[src/rtl/conv_seq_ctrl.sv]
// conv_seq_ctrl: command sequencer for kernel load, image load, conv run and result streaming over UART.
// Optional inter-byte timeout in the load states: define CONV_SEQ_TIMEOUT_EN.
module conv_seq_ctrl #(
  parameter int IMG_W       = 8,
  parameter int IMG_H       = 8,
  parameter int ADDR_W      = 6,
  parameter int TIMEOUT_CYC = 1000000
) (
  input  logic              clk,
  input  logic              rst,
  input  logic              rx_vld,
  input  logic [7:0]        rx_data,
  output logic [71:0]       kernel,
  output logic              kernel_valid,
  output logic              img_we,
  output logic [ADDR_W-1:0] img_addr,
  output logic [7:0]        img_wdata,
  output logic              conv_start,
  input  logic              conv_done,
  output logic [ADDR_W-1:0] res_addr,
  input  logic [7:0]        res_rdata,
  output logic              tx_start,
  output logic [7:0]        tx_data,
  input  logic              tx_busy,
  output logic              busy,
  output logic              err
);
  typedef enum logic [2:0] {IDLE, LOAD_K, LOAD_IMG, RUN, SEND_RD, SEND_WT, SEND_PL, SEND_GP} state_t;
  localparam logic [ADDR_W:0]   NPIX     = (ADDR_W+1)'(IMG_W*IMG_H);
  localparam logic [ADDR_W-1:0] LAST_RES = ADDR_W'((IMG_W-2)*(IMG_H-2)-1);
  if (2**ADDR_W < IMG_W*IMG_H || TIMEOUT_CYC < 1) begin : g_bad_cfg
    $error("conv_seq_ctrl: invalid parameter set");
  end
  state_t              state_q, state_d;
  logic [3:0]          cnt_q, cnt_d;
  logic [ADDR_W:0]     pix_q, pix_d;
  logic [71:0]         kernel_q, kernel_d;
  logic                kernel_valid_q, kernel_valid_d;
  logic                img_we_q, img_we_d;
  logic [ADDR_W-1:0]   img_addr_q, img_addr_d;
  logic [7:0]          img_wdata_q, img_wdata_d;
  logic                conv_start_q, conv_start_d;
  logic [ADDR_W-1:0]   res_addr_q, res_addr_d;
  logic                tx_start_q, tx_start_d;
  logic [7:0]          tx_data_q, tx_data_d;
  logic                err_q, err_d;
`ifdef CONV_SEQ_TIMEOUT_EN
  logic [31:0]         tmo_q, tmo_d;
  logic                in_load;
`endif
  always_comb begin
    state_d        = state_q;
    cnt_d          = cnt_q;
    pix_d          = pix_q;
    kernel_d       = kernel_q;
    kernel_valid_d = kernel_valid_q;
    img_we_d       = 1'b0;
    img_addr_d     = img_addr_q;
    img_wdata_d    = img_wdata_q;
    conv_start_d   = 1'b0;
    res_addr_d     = res_addr_q;
    tx_start_d     = 1'b0;
    tx_data_d      = tx_data_q;
    err_d          = err_q;
    case (state_q)
      IDLE: if (rx_vld) begin
        if (rx_data == 8'hA1) begin
          state_d        = LOAD_K;
          kernel_valid_d = 1'b0;
          cnt_d          = 4'd0;
          err_d          = 1'b0;
        end else if (rx_data == 8'hA2) begin
          state_d = LOAD_IMG;
          pix_d   = '0;
          err_d   = 1'b0;
        end else if (rx_data == 8'hA3 && kernel_valid_q) begin
          state_d      = RUN;
          conv_start_d = 1'b1;
          err_d        = 1'b0;
        end else begin
          err_d = 1'b1;
        end
      end
      LOAD_K: if (rx_vld) begin
        kernel_d[{cnt_q, 3'b000} +: 8] = rx_data;
        cnt_d = cnt_q + 4'd1;
        if (cnt_q == 4'd8) begin
          kernel_valid_d = 1'b1;
          state_d        = IDLE;
        end
      end
      // leave only after the last pixel's write strobe so img_we stays inside LOAD_IMG
      LOAD_IMG: if (pix_q == NPIX) begin
        state_d = IDLE;
      end else if (rx_vld) begin
        img_we_d    = 1'b1;
        img_wdata_d = rx_data;
        img_addr_d  = pix_q[ADDR_W-1:0];
        pix_d       = pix_q + (ADDR_W+1)'(1);
      end
      RUN: if (conv_done) begin
        state_d    = SEND_RD;
        res_addr_d = '0;
      end
      SEND_RD: state_d = SEND_WT;
      SEND_WT: begin
        tx_data_d = res_rdata;
        state_d   = SEND_PL;
      end
      SEND_PL: if (!tx_busy) begin
        tx_start_d = 1'b1;
        state_d    = SEND_GP;
      end
      SEND_GP: if (res_addr_q == LAST_RES) begin
        state_d = IDLE;
      end else begin
        res_addr_d = res_addr_q + ADDR_W'(1);
        state_d    = SEND_RD;
      end
      default: state_d = IDLE;
    endcase
`ifdef CONV_SEQ_TIMEOUT_EN
    in_load = state_q == LOAD_K || state_q == LOAD_IMG;
    tmo_d   = (in_load && !rx_vld) ? tmo_q + 32'd1 : 32'd0;
    if (in_load && state_d == state_q && !rx_vld && tmo_q + 32'd1 == 32'(TIMEOUT_CYC)) begin
      state_d = IDLE;
      err_d   = 1'b1;
      tmo_d   = 32'd0;
    end
`endif
  end
  always_ff @(posedge clk) begin
    if (!rst) begin
      state_q        <= IDLE;
      cnt_q          <= '0;
      pix_q          <= '0;
      kernel_q       <= '0;
      kernel_valid_q <= 1'b0;
      img_we_q       <= 1'b0;
      img_addr_q     <= '0;
      img_wdata_q    <= '0;
      conv_start_q   <= 1'b0;
      res_addr_q     <= '0;
      tx_start_q     <= 1'b0;
      tx_data_q      <= '0;
      err_q          <= 1'b0;
    end else begin
      state_q        <= state_d;
      cnt_q          <= cnt_d;
      pix_q          <= pix_d;
      kernel_q       <= kernel_d;
      kernel_valid_q <= kernel_valid_d;
      img_we_q       <= img_we_d;
      img_addr_q     <= img_addr_d;
      img_wdata_q    <= img_wdata_d;
      conv_start_q   <= conv_start_d;
      res_addr_q     <= res_addr_d;
      tx_start_q     <= tx_start_d;
      tx_data_q      <= tx_data_d;
      err_q          <= err_d;
    end
  end
`ifdef CONV_SEQ_TIMEOUT_EN
  always_ff @(posedge clk) tmo_q <= !rst ? 32'd0 : tmo_d;
`endif
  assign kernel       = kernel_q;
  assign kernel_valid = kernel_valid_q;
  assign img_we       = img_we_q;
  assign img_addr     = img_addr_q;
  assign img_wdata    = img_wdata_q;
  assign conv_start   = conv_start_q;
  assign res_addr     = res_addr_q;
  assign tx_start     = tx_start_q;
  assign tx_data      = tx_data_q;
  assign err          = err_q;
  assign busy         = state_q != IDLE;
endmodule
[config.mk]
export PLATFORM = sky130hd
export DESIGN_NAME = conv_seq_ctrl
export DESIGN_NICKNAME = d
export VERILOG_FILES = /design/src/rtl/conv_seq_ctrl.sv
export SDC_FILE = /design/constraint.sdc
export NUM_CORES = 1
export LEC_CHECK = 0
export CAP_MARGIN = 20
export CORE_MARGIN = 4
export CORE_UTILIZATION = 44
export CTS_CLUSTER_SIZE = 28
export DETAILED_ROUTE_END_ITERATION = 12
export GPL_ROUTABILITY_DRIVEN = 0
export GPL_TIMING_DRIVEN = 1
export PLACE_DENSITY = 0.74
export SYNTH_ARGS = -nofsm -noshare
export SYNTH_HDL_FRONTEND = slang
export SYNTH_SLANG_ARGS = --single-unit
[constraint.sdc]
create_clock -name clk -period 3.3 [get_ports clk]
set_clock_uncertainty 0.2 [all_clocks]
set_input_delay 0.33 -clock clk [delete_from_list [all_inputs] [get_ports clk]]
set_output_delay 0.33 -clock clk [all_outputs]
set_load 0.02 [all_outputs]
==> impl_metrics.tcl <==
set metrics [dict create \
    wl_per_cell_um 16.1 \
    grt_pass1_wl_um 21700 \
    drc 0 \
    synth_edf_count 0 \
    nNetsFinal 712 \
    ys.flop_type "dfxtp_1" \
    ctsHtreeMaxLevel 4 \
    async_reset_ff_frac 0 \
    cts_setup_buffers 0 \
    worst_slew_pin_slew_ps 717 \
    ios 127 \
    post_cts_resized 0 \
    dpl.hpwl_um 9490 \
    finalMaxSlewViolations 0 \
    fin_hold_ws_ps 257 \
    drt-initial-drc-count 219 \
    register_area_mm2 0.00238 \
    end_kind "flop" \
    final_antenna_net_count 0 \
    rsz0062_at_grt "no" \
    dieArea_mm2 0.0132 \
    crit_required_ps 3410 \
    slew_headroom 0.522 \
    start_kind "flop" \
    place_ws_ps 526 \
    worstPathArrival_ps 2650 \
    routed_wirelength_um 13500 \
    maxCapViolations 0 \
    crit_type "reg2reg" \
    mostFrequentLayoutCells "clkdlybuf4s50_1, dfxtp_1, nand2_1, nand3_1, nor2_1" \
    drive_gt1_frac 0.0845 \
    yosys_warnings 0 \
    via_per_inst 5.34 \
    path_max_fanout 10 \
    grt_max_degree 73 \
    mostFrequentLayoutCell "clkdlybuf4s50_1" \
    fillerInstances 929 \
    cts_tree "built" \
    min_path_type "reg2reg" \
    antenna_found_initial 0 \
    initial_core_util 0.456 \
    powerDensity_mw_per_mm2 503 \
    n_antenna_cell 0 \
    overflow 0 \
    cts.sinks 119 \
    fp-row-count 38 \
    synth_nets 597 \
    area_growth_pct 39.3 \
    power.leakage_nw 2.58 \
    worstSkewPairLatency_ps 410 \
    avgSynthCellArea_um2 8.79 \
    fp.dieW_um 115 \
    grtUsageTotal 0.207 \
    synth_seq_area_share 0.475 \
    ir_worst_vdd_mv 0.321 \
    status "finished, final reports clean" \
    min_period_over_period 0.769 \
    cts-buffers-inserted 17 \
    period_minus_slack_ps 2540 \
    vias 4479 \
    multi_input_area_mm2 0.00239 \
    cts-root-buf "clkbuf_16" \
    die_y_um 115 \
    cts.path.max_buffers 2 \
    clk_pin_slew_ps 50 \
    hold_buffers 0 \
    finalSetupTns_ps 0 \
    first_global_vias 4317 \
    timing.final.ws_setup_ps 761 \
    synth_area_mm2 0.00501 \
    io_buffers 126 \
    fmax_mhz 394 \
    final_hold_viol_count 0 \
    drtPass1Iterations 5 \
    final-setup-viol-count 0 \
    ys_types 50 \
    ys_ff_latch 119 \
    core_mm2 0.0110 \
    synthCells 570 \
]
## final cells by class
cell class | count | share of cell area
inverter | 10 | 0.00538
clock buffer | 20 | 0.0668
multi-input combinational | 398 | 0.343
tap | 140 | 0.0251
timing repair buffer | 139 | 0.194
sequential | 119 | 0.341
clock inverter | 12 | 0.0249
## sequential cells by signal, indices dropped and copies added (netlist names)
signal        flops
cnt_q             4
img_addr          6
res_addr          6
kernel           72
conv_start        1
img_we            1
tx_data           8
state_q           3
img_wdata         8
err               1
kernel_valid      1
pix_q             7
tx_start          1
## cells by family after synthesis
logic type / after synthesis / synth area share
compound gates: 96 / 0.122
xor+xnor: 12 / 0.0210
fa+ha+maj: 6 / 0.0150
buf+inv: 53 / 0.0472
flops: 119 / 0.475
mux: 36 / 0.0719
simple gates: 248 / 0.248
## metrics by stage
step / utilization / instances / total power, mW / cell area (um^2)
floorplan: - / 570 / 1.52 / 5010
global placement: 0.577 / 806 / 1.58 / 6340
detailed placement: 0.577 / 806 / 1.58 / 6340
CTS: 0.636 / 838 / 3.54 / 6980
global route: 0.636 / 838 / 3.61 / 6980
finish: 0.636 / 838 / 3.51 / 6980
## cells in the mapped netlist (4+ instances only)
| cell | number | area share |
|---|---|---|
| buf_1 | 4 | 0.0030 |
| dfxtp_1 | 119 | 0.48 |
| nand2_1 | 77 | 0.058 |
| buf_2 | 12 | 0.012 |
| and3_1 | 5 | 0.0062 |
| nor2b_1 | 7 | 0.0087 |
| mux2i_1 | 36 | 0.072 |
| nand3_1 | 63 | 0.063 |
| clkbuf_1 | 23 | 0.017 |
| o21ai_0 | 31 | 0.031 |
| o31ai_1 | 9 | 0.013 |
| a21oi_1 | 33 | 0.033 |
| inv_1 | 9 | 0.0067 |
| nor2_1 | 49 | 0.037 |
| nand4_1 | 12 | 0.015 |
| ha_1 | 6 | 0.015 |
| nand2b_1 | 10 | 0.012 |
| xnor2_1 | 10 | 0.017 |
| a31oi_1 | 6 | 0.0075 |
## report_power, final
part / switching (mW) / internal, mW
logic: 0.0670 / 0.0398
registers: 0.000747 / 1.44
clock network: 0.649 / 1.32
total: 0.717 / 2.80
## critical path: stages, from the launching register on
cell and delay [ps]:
dfxtp_1 510, inv_1 150, ha_1 300, xnor2_1 200, or3_1 370, nor2_1 430
nand2_1 90, o21ai_0 190
## worst paths after layout
path	start	end	slack [ps]	depth (start not counted)
max	cnt_q[0]$_SDFFE_PN0P_	kernel[45]$_SDFFE_PN0P_	760	7
min	kernel[52]$_SDFFE_PN0P_	kernel[52]$_SDFFE_PN0P_	260	2
max reg2reg	cnt_q[0]$_SDFFE_PN0P_	kernel[45]$_SDFFE_PN0P_	760	7
min reg2reg	kernel[52]$_SDFFE_PN0P_	kernel[52]$_SDFFE_PN0P_	260	2
## per-layer routing
metal  vias up  GRT usage  part of all wire
met1      2099      0.257              0.42
li1       2218          -                 -
met4         0     0.0626             0.012
met3        17     0.0616             0.075
met2       145      0.349              0.49
met5         -          0                 0
(Power assumes the default switching activity.)
